**src/rtl/arith_pkg.sv**
```systemverilog
// ---------------------------------------------------------------------------
// arith_pkg -- shared constants, the pipeline stage record and the
// carry-lookahead helper functions used by sub64_pipe and cla16.
// ---------------------------------------------------------------------------
package arith_pkg;

    localparam int DATA_W  = 64;
    localparam int SLICE_W = 16;
    localparam int STAGES  = DATA_W / SLICE_W;
    localparam int GROUP_W = 4;

    // One pipeline stage. diff holds the bits resolved so far; opa/opb still
    // carry the unresolved upper operand bits (and the sign bits for ovf).
    typedef struct packed {
        logic              valid;
        logic [DATA_W-1:0] diff;
        logic [DATA_W-1:0] opa;
        logic [DATA_W-1:0] opb;
        logic              carry;   // carry into the next slice
        logic              zero;    // all resolved diff bits are zero
    } stage_t;

    // Carries c[0..4] of a 4-wide lookahead group: c[0] = ci, c[4] = group carry-out.
    // Every carry is a flat sum of products; nothing ripples.
    function automatic logic [GROUP_W:0] lookahead4(input logic [GROUP_W-1:0] g,
                                                    input logic [GROUP_W-1:0] p,
                                                    input logic ci);
        logic [GROUP_W:0] c;
        c[0] = ci;
        c[1] = g[0] | (p[0] & ci);
        c[2] = g[1] | (p[1] & g[0]) | (p[1] & p[0] & ci);
        c[3] = g[2] | (p[2] & g[1]) | (p[2] & p[1] & g[0]) | (p[2] & p[1] & p[0] & ci);
        c[4] = g[3] | (p[3] & g[2]) | (p[3] & p[2] & g[1]) | (p[3] & p[2] & p[1] & g[0])
             | ((&p) & ci);
        return c;
    endfunction

    // Group generate of a 4-wide group (carry-out assuming ci = 0).
    function automatic logic group_gen(input logic [GROUP_W-1:0] g,
                                       input logic [GROUP_W-1:0] p);
        return g[3] | (p[3] & g[2]) | (p[3] & p[2] & g[1]) | (p[3] & p[2] & p[1] & g[0]);
    endfunction

endpackage

```
**src/rtl/cla16.sv**
```systemverilog
// ---------------------------------------------------------------------------
// cla16 -- 16-bit carry-lookahead adder slice: s = x + y + ci, co = carry-out.
// Built from four 4-bit groups; group generate/propagate feed a second
// lookahead level that produces the group carry-ins and the slice carry-out.
//   x, y : addends (16 bits)
//   ci   : carry-in
//   s    : sum (16 bits)
//   co   : carry-out of bit 15
// ---------------------------------------------------------------------------
module cla16
    import arith_pkg::*;
(
    input  logic [SLICE_W-1:0] x,
    input  logic [SLICE_W-1:0] y,
    input  logic               ci,
    output logic [SLICE_W-1:0] s,
    output logic               co
);

    localparam int GROUPS = SLICE_W / GROUP_W;

    logic [SLICE_W-1:0] g;
    logic [SLICE_W-1:0] p;
    logic [SLICE_W-1:0] c;
    logic [GROUPS-1:0]  gg;
    logic [GROUPS-1:0]  gp;
    logic [GROUPS:0]    gc;
    logic [GROUP_W:0]   bit_c;

    // NOTE: every variable gets a value before any branch or loop, so no latch can be inferred.
    always_comb begin
        g     = x & y;
        p     = x ^ y;
        c     = '0;
        gg    = '0;
        gp    = '0;
        bit_c = '0;

        for (int j = 0; j < GROUPS; j++) begin
            gg[j] = group_gen(g[GROUP_W*j +: GROUP_W], p[GROUP_W*j +: GROUP_W]);
            gp[j] = &p[GROUP_W*j +: GROUP_W];
        end

        gc = lookahead4(gg, gp, ci);

        for (int j = 0; j < GROUPS; j++) begin
            bit_c = lookahead4(g[GROUP_W*j +: GROUP_W], p[GROUP_W*j +: GROUP_W], gc[j]);
            c[GROUP_W*j +: GROUP_W] = bit_c[GROUP_W-1:0];
        end

        s  = p ^ c;
        co = gc[GROUPS];
    end

endmodule

```
**src/rtl/sub64_pipe.sv**
```systemverilog
// ---------------------------------------------------------------------------
// sub64_pipe -- 4-stage pipelined 64-bit subtractor, diff = a - b - bin.
// Implemented as a + ~b + ~bin; stage k resolves bits [16k+15:16k] with one
// cla16 slice. Valid/ready handshake on both sides; a stalled output freezes
// the whole pipeline.
//   clk, rst_n          : clock, asynchronous active-low reset
//   a, b, bin, in_valid : operand set and its valid, accepted when in_ready
//   in_ready            : ~stall, independent of in_valid
//   diff, bout, zero,
//   ovf, lt, out_valid  : result and flags, held while out_ready is low
//   out_ready           : consumer accepts the result
// ---------------------------------------------------------------------------
module sub64_pipe
    import arith_pkg::*;
(
    input  logic              clk,
    input  logic              rst_n,
    input  logic [DATA_W-1:0] a,
    input  logic [DATA_W-1:0] b,
    input  logic              bin,
    input  logic              in_valid,
    output logic              in_ready,
    output logic [DATA_W-1:0] diff,
    output logic              bout,
    output logic              zero,
    output logic              ovf,
    output logic              lt,
    output logic              out_valid,
    input  logic              out_ready
);

    stage_t st  [STAGES];   // stage registers; st[STAGES-1] drives the outputs
    stage_t src [STAGES];   // record entering each stage's slice
    stage_t nxt [STAGES];   // value each stage loads when the pipe shifts

    logic [STAGES-1:0][SLICE_W-1:0] slice_x;
    logic [STAGES-1:0][SLICE_W-1:0] slice_y;
    logic [STAGES-1:0][SLICE_W-1:0] slice_s;
    logic [STAGES-1:0]              slice_ci;
    logic [STAGES-1:0]              slice_co;

    logic stall;
    logic ovf_raw;
    logic unused_bits;

    assign stall    = st[STAGES-1].valid & ~out_ready;
    assign in_ready = ~stall;

    // Stage 0 sees a virtual record built from the inputs; carry-in is ~bin
    // and the subtrahend is inverted at every slice input.
    always_comb begin
        src[0] = '{valid: in_valid, diff: '0, opa: a, opb: b, carry: ~bin, zero: 1'b1};
        for (int k = 1; k < STAGES; k++) begin
            src[k] = st[k-1];
        end
        for (int k = 0; k < STAGES; k++) begin
            slice_x[k]  = src[k].opa[SLICE_W*k +: SLICE_W];
            slice_y[k]  = ~src[k].opb[SLICE_W*k +: SLICE_W];
            slice_ci[k] = src[k].carry;
        end
    end

    for (genvar k = 0; k < STAGES; k++) begin : g_slice
        cla16 u_cla (
            .x  (slice_x[k]),
            .y  (slice_y[k]),
            .ci (slice_ci[k]),
            .s  (slice_s[k]),
            .co (slice_co[k])
        );
    end

    always_comb begin
        for (int k = 0; k < STAGES; k++) begin
            nxt[k]                               = src[k];
            nxt[k].diff[SLICE_W*k +: SLICE_W]    = slice_s[k];
            nxt[k].carry                         = slice_co[k];
            nxt[k].zero                          = src[k].zero & (slice_s[k] == '0);
        end
    end

    // NOTE: sequential state uses non-blocking assignments so every stage samples the pre-edge values.
    // NOTE: the stage registers are flops, not a memory, so all of them are cleared by the async reset.
    always_ff @(posedge clk or negedge rst_n) begin
        if (!rst_n) begin
            for (int k = 0; k < STAGES; k++) begin
                st[k] <= '0;
            end
        end else if (!stall) begin
            for (int k = 0; k < STAGES; k++) begin
                st[k] <= nxt[k];
            end
        end
    end

    // Signed overflow: operands of different sign and result sign differs from a.
    assign ovf_raw = (st[STAGES-1].opa[DATA_W-1] ^ st[STAGES-1].opb[DATA_W-1])
                   & (st[STAGES-1].opa[DATA_W-1] ^ st[STAGES-1].diff[DATA_W-1]);

    // Flags are qualified by valid so reset and bubbles present all-zero flags
    // (a cleared carry would otherwise read as a borrow).
    assign out_valid = st[STAGES-1].valid;
    assign diff      = st[STAGES-1].diff;
    assign bout      = st[STAGES-1].valid & ~st[STAGES-1].carry;
    assign zero      = st[STAGES-1].valid & st[STAGES-1].zero;
    assign ovf       = st[STAGES-1].valid & ovf_raw;
    assign lt        = st[STAGES-1].valid & (st[STAGES-1].diff[DATA_W-1] ^ ovf_raw);

    // The last stage only needs the operand sign bits; the rest are spent.
    assign unused_bits = ^{st[STAGES-1].opa[DATA_W-2:0], st[STAGES-1].opb[DATA_W-2:0]};

endmodule

```
**config.mk**
```make
export PLATFORM = sky130hd
export DESIGN_NAME = sub64_pipe
export DESIGN_NICKNAME = d
export VERILOG_FILES = /design/src/rtl/arith_pkg.sv /design/src/rtl/cla16.sv /design/src/rtl/sub64_pipe.sv
export SDC_FILE = /design/constraint.sdc
export NUM_CORES = 1
export LEC_CHECK = 0
export ABC_AREA = 1
export BUFFER_PORTS_ARGS = -buffer_cell sky130_fd_sc_hd__buf_2
export CAP_MARGIN = 20
export CORE_UTILIZATION = 60
export DETAILED_ROUTE_END_ITERATION = 8
export GPL_TIMING_DRIVEN = 0
export PLACE_DENSITY = 0.82
export SETUP_SLACK_MARGIN = 0.4
export SLEW_MARGIN = 40
export SYNTH_ARGS = -nofsm -noshare
export SYNTH_HDL_FRONTEND = slang
export SYNTH_SLANG_ARGS = --single-unit
export TNS_END_PERCENT = 10
```
**constraint.sdc**
```tcl
create_clock -name clk -period 8.3 [get_ports clk]
set_clock_uncertainty 0.05 [all_clocks]
set_input_delay 1.245 -clock clk [delete_from_list [all_inputs] [get_ports clk]]
set_output_delay 1.245 -clock clk [all_outputs]
set_load 0.05 [all_outputs]
```
== Word level (Yosys, flattened, before mapping) ==
Index checks and enable logic that the tools add are counted.
Storage, ports and cells
  flip-flop bits (word level): 684
  bits in latches: 0
  memory bits (writable): 0
  bits in read-only memories: 0
  input port bits: 133
  output and inout bits: 70
  logic and storage cells: 548
  memories: 0
Operators by class
  add/sub/neg operators: 0
  multiply operators: 0
  divide/modulo/power cells: 0
  $lt $le $gt $ge: 0
  eq/ne operators: 0
  shifts and indexed selects: 0
  mux-type cells: 0
  bitwise gates (word level): 500
  reduce and logical (&&, ||, !) cells: 24
Operators by type and width (number)
  1-bit AND: 293
  1-bit OR: 184
  16-bit bitwise XOR: 8
  16-bit AND: 4
  16-bit logical NOT: 4
  16-bit inverter: 4
  16-bit AND reduction: 4
  4-bit AND reduction: 16
  1-bit inverter: 4
  1-bit bitwise XOR: 3

== Logic depth before layout (Yosys ltp) ==
  depth after elaboration: 15
  mapped depth: 23
  mapped depth without buffers: 23

== By module ==
A second synthesis with hierarchy kept.
Unflattened totals
  cell total of the unflattened synthesis: 2104
  area total of the unflattened synthesis: 17614.4 um^2
By module, submodules not included
  sub64_pipe: times used 1, cells an instance 1612, area an instance 14518.9 um^2, seq. area each 9158.8 um^2
  cla16 at g_slice[1].u_cla ...: times used 2, cells an instance 123, area an instance 765.7 um^2, seq. area each 0.0 um^2
  cla16 at g_slice[0].u_cla: times used 1, cells an instance 123, area an instance 783.3 um^2, seq. area each 0.0 um^2
  cla16 at g_slice[3].u_cla: times used 1, cells an instance 123, area an instance 780.7 um^2, seq. area each 0.0 um^2

== Worst setup path before layout ==
OpenSTA, ideal clock, no wires.
  path kind: input to output
  start: in out_ready
  end: out in_ready
  arrival: 2.073 ns
  data required time: 7.005 ns
  slack: 4.932 ns
  stages: 5
  buffers on the path: 3
  cells stage by stage: nor2_2 inv_1 buf_2 buf_2 buf_2
On the way
  longest elaborated chain between the ends: 3
RTL lines
  from (decl): RTL line sub64_pipe.sv:29  | input logic out_ready
  1-bit inverter: RTL line sub64_pipe.sv:46  | assign stall = st[STAGES-1].valid & ~out_ready;
  1-bit AND: RTL line sub64_pipe.sv:46
  1-bit inverter: RTL line sub64_pipe.sv:47  | assign in_ready = ~stall;
  to (decl): RTL line sub64_pipe.sv:22  | output logic in_ready,
No other way between the ends.

== Worst setup path in the final report ==
Ends and elaborated chain as after synthesis.

==> results.ini <==
[run_status]
outcome=finished clean

[route]
wl_per_cell_um=16.1
first_pass_iters=5
viasPerCell=5.26
ant_nets=0
num_vias=14629
drt-total-wl_um=44700
post-route-drc-count=0
drtIter0Drc=1065

[yosys]
syn_nets=2332
ys.flop_type=dfrtp_1
synth_compound_area_frac=0.0625
netlist_top_cells_count=nand2_1, dfrtp_1, inv_1
synth_fa_ha_area_frac=0.0640
synthesis.area_um2=17500
syn_area_per_cell_um2=8.27
yosys.area_share.simple=0.255
ys_types=33
synth-edff-count=0
yosysMostFrequentCell=nand2_1
synth_top_family_by_area=simple AND/OR/NAND/NOR gates
synth-xor-area-share=0.00849
yosysSeqAreaShare=0.523
synth_area_leaders=dfrtp_1, nand2_1, ha_1
netlist.area_leader.share=0.523
synthMuxAreaShare=0
synth_warnings=0
synth_top_cell_by_area=dfrtp_1
ys_ff_latch=366
syn_inst=2119
postSynth.asyncResetShare=1.00

[sta]
rsz0062_at_grt=false
finalCritPeriodShare=0.514
slew_violations=0
holdWs_ns=0.419
fin_ws_ns=4.04
hold_violations=0
min_period_ns=4.26
slew-limit-headroom=0.445
setup_viol=0
worstMarginPinSlew_ns=0.833
fmax_mhz=235

[die]
core.rowCount=62
die_y_um=173
dieArea_um2=29900
die_width_um=173
num_io_pins=203
core_um2=28700
initial_core_util=0.611

[cells_and_area]
nFillCells=2178
antenna-diode-count=0
fin_nets=2579
stdcell_count=2779
area_growth_pct=17.0
drive_gt1_frac=0.161
fin_area_um2=20500

[global_route]
grt_pass1_vias=14512
grt_use_met2=0.527
antenna_found_initial=0
grt_usage=0.307
met3_usage=0.0471
grt_pass1_wl_um=72600
grt_max_degree=82
grt-busiest-layer=met2
grt_use_met1=0.391
grt-ovfl-total=0

[placed_design]
gp_congestion=0.917
port-buffer-count=202
dpl.hpwl_um=32600
place_ws_ns=4.08
postPlaceCellArea_um2=19200
dpl.cell_count=2710

[worst_hold_path]
hp-class=flip-flop to flip-flop
hold_depth=2
whs_endpoint=diff[13]
holdCritStartpoint=nxt[143]

[clock_network]
clock_latency_ns=0.53
numClockSinks=366
cts_max_level=2
post_cts_buffers=0
cts_buffers=38
clk_pin_slew_ns=0.06
cts_tree=built
holdBufCountCts=0
clock_path_buffers=3
root_buffer=clkbuf_16
ctsResizeCount=0

[critical_path]
crit_fanout=10
startpoint_type=input pin
reg2reg_from=nxt[478]
worstRegToRegCells=18
worstReg2RegEnd=src[195]
required_ns=7.01
worstPathArrival_ns=2.97
critical_path_class=input pin to output port
crit_path_end_kind=output port
r2r_setup_slack_ns=4.98

[power_and_ir_drop]
pwr_density_cell_nw_per_um2=436
p_leak_nw=11.2
total_power_mw=8.95
p_int_mw=5.04
combinationalPowerShare=0.462
p_sw_mw=3.91
sw_frac_of_total=0.437
power.share.sequential=0.337
irDropWorstVdd_mv=0.261
clock_power_share=0.202

[job]
drv_cap=0

==> cells by family after synthesis <==
| logic type | Yosys count |
|---|---|
| simple gates | 1112 |
| flops | 366 |
| buf+inv | 334 |
| compound gates | 210 |
| fa+ha+maj | 80 |
| xor+xnor | 17 |
==> power groups by stage <==
stage / clock [mW] / sequential [mW] / combinational (mW)
final: 1.81 / 3.01 / 4.13
after global routing: 1.89 / 3.09 / 4.60
after CTS: 1.82 / 3.00 / 4.12
after detailed placement: 0 / 3.01 / 4.06
after global placement: 0 / 2.99 / 3.93
after floorplan: 0 / 2.88 / 3.08
==> stage by stage <==
stage                     setup TNS, ns  utilization
after global routing                  0        0.715
after global placement          -284.71        0.663
after CTS                             0        0.715
after floorplan                       0            -
final                                 0        0.715
after detailed placement              0        0.668
==> cell type report <==
| cell class | count | area (µm²) | share of cell area |
|---|---|---|---|
| Clock buffer | 56 | 1170 | 0.0572 |
| Tap cell | 384 | 480 | 0.0234 |
| Clock inverter | 13 | 171 | 0.00836 |
| Multi-Input combinational cell | 1419 | 6830 | 0.333 |
| Sequential cell | 366 | 9160 | 0.447 |
| Inverter | 190 | 713 | 0.0348 |
| Timing Repair Buffer | 207 | 1160 | 0.0565 |
| Buffer | 144 | 828 | 0.0404 |
==> how the worst max path moves through the flow <==
stage	to	slack, ns	cells after the start	start
finish	in_ready	4.04	7	out_ready
global route	in_ready	3.98	7	out_ready
CTS	in_ready	4.05	7	out_ready
detailed placement	in_ready	4.08	7	out_ready
global placement	nxt[447]	-0.82	1	rst_n
floorplan	in_ready	4.93	5	out_ready
==> placed cells by master (no fill, tap or decap), drive strengths merged <==
| cell | count |
|---|---|
| ha | 64 |
| dfrtp | 366 |
| fa | 16 |
| nand3 | 61 |
| a211oi | 2 |
| nor2 | 80 |
| o21bai | 4 |
| a21oi | 29 |
| a21o | 3 |
| nand3b | 17 |
| nor3 | 2 |
| o21a | 2 |
| xnor2 | 11 |
| bufinv | 4 |
| inv | 190 |
| nand4 | 19 |
| clkinvlp | 1 |
| buf | 317 |
| and3 | 8 |
| o21ai | 157 |
| nor3b | 1 |
| and2 | 3 |
| a31oi | 12 |
| clkbuf | 90 |
| o211ai | 1 |
| nand2 | 921 |
| xor2 | 6 |
| clkinv | 8 |
==> per-layer routing <==
layer | vias to the layer above | part of all wire
met5 | - | 0
met4 | 0 | 0.039
met3 | 125 | 0.066
met2 | 511 | 0.49
met1 | 6964 | 0.41
li1 | 7029 | -
==> state kept, by name, indices dropped and copies added, names as in the netlist <==
| signal | count |
|---|---|
| diff | 64 |
| out_valid | 1 |
| nxt | 291 |
| src | 3 |
| st | 4 |
| slice_ci | 3 |
==> worst max-delay path, stage by stage <==
cell    delay, ns
buf_2        0.08
nor2_2       0.07
inv_1        0.27
buf_2        0.28
buf_2        0.36
buf_2        0.33
buf_2        0.32
Power figures use the tool's default switching activity.
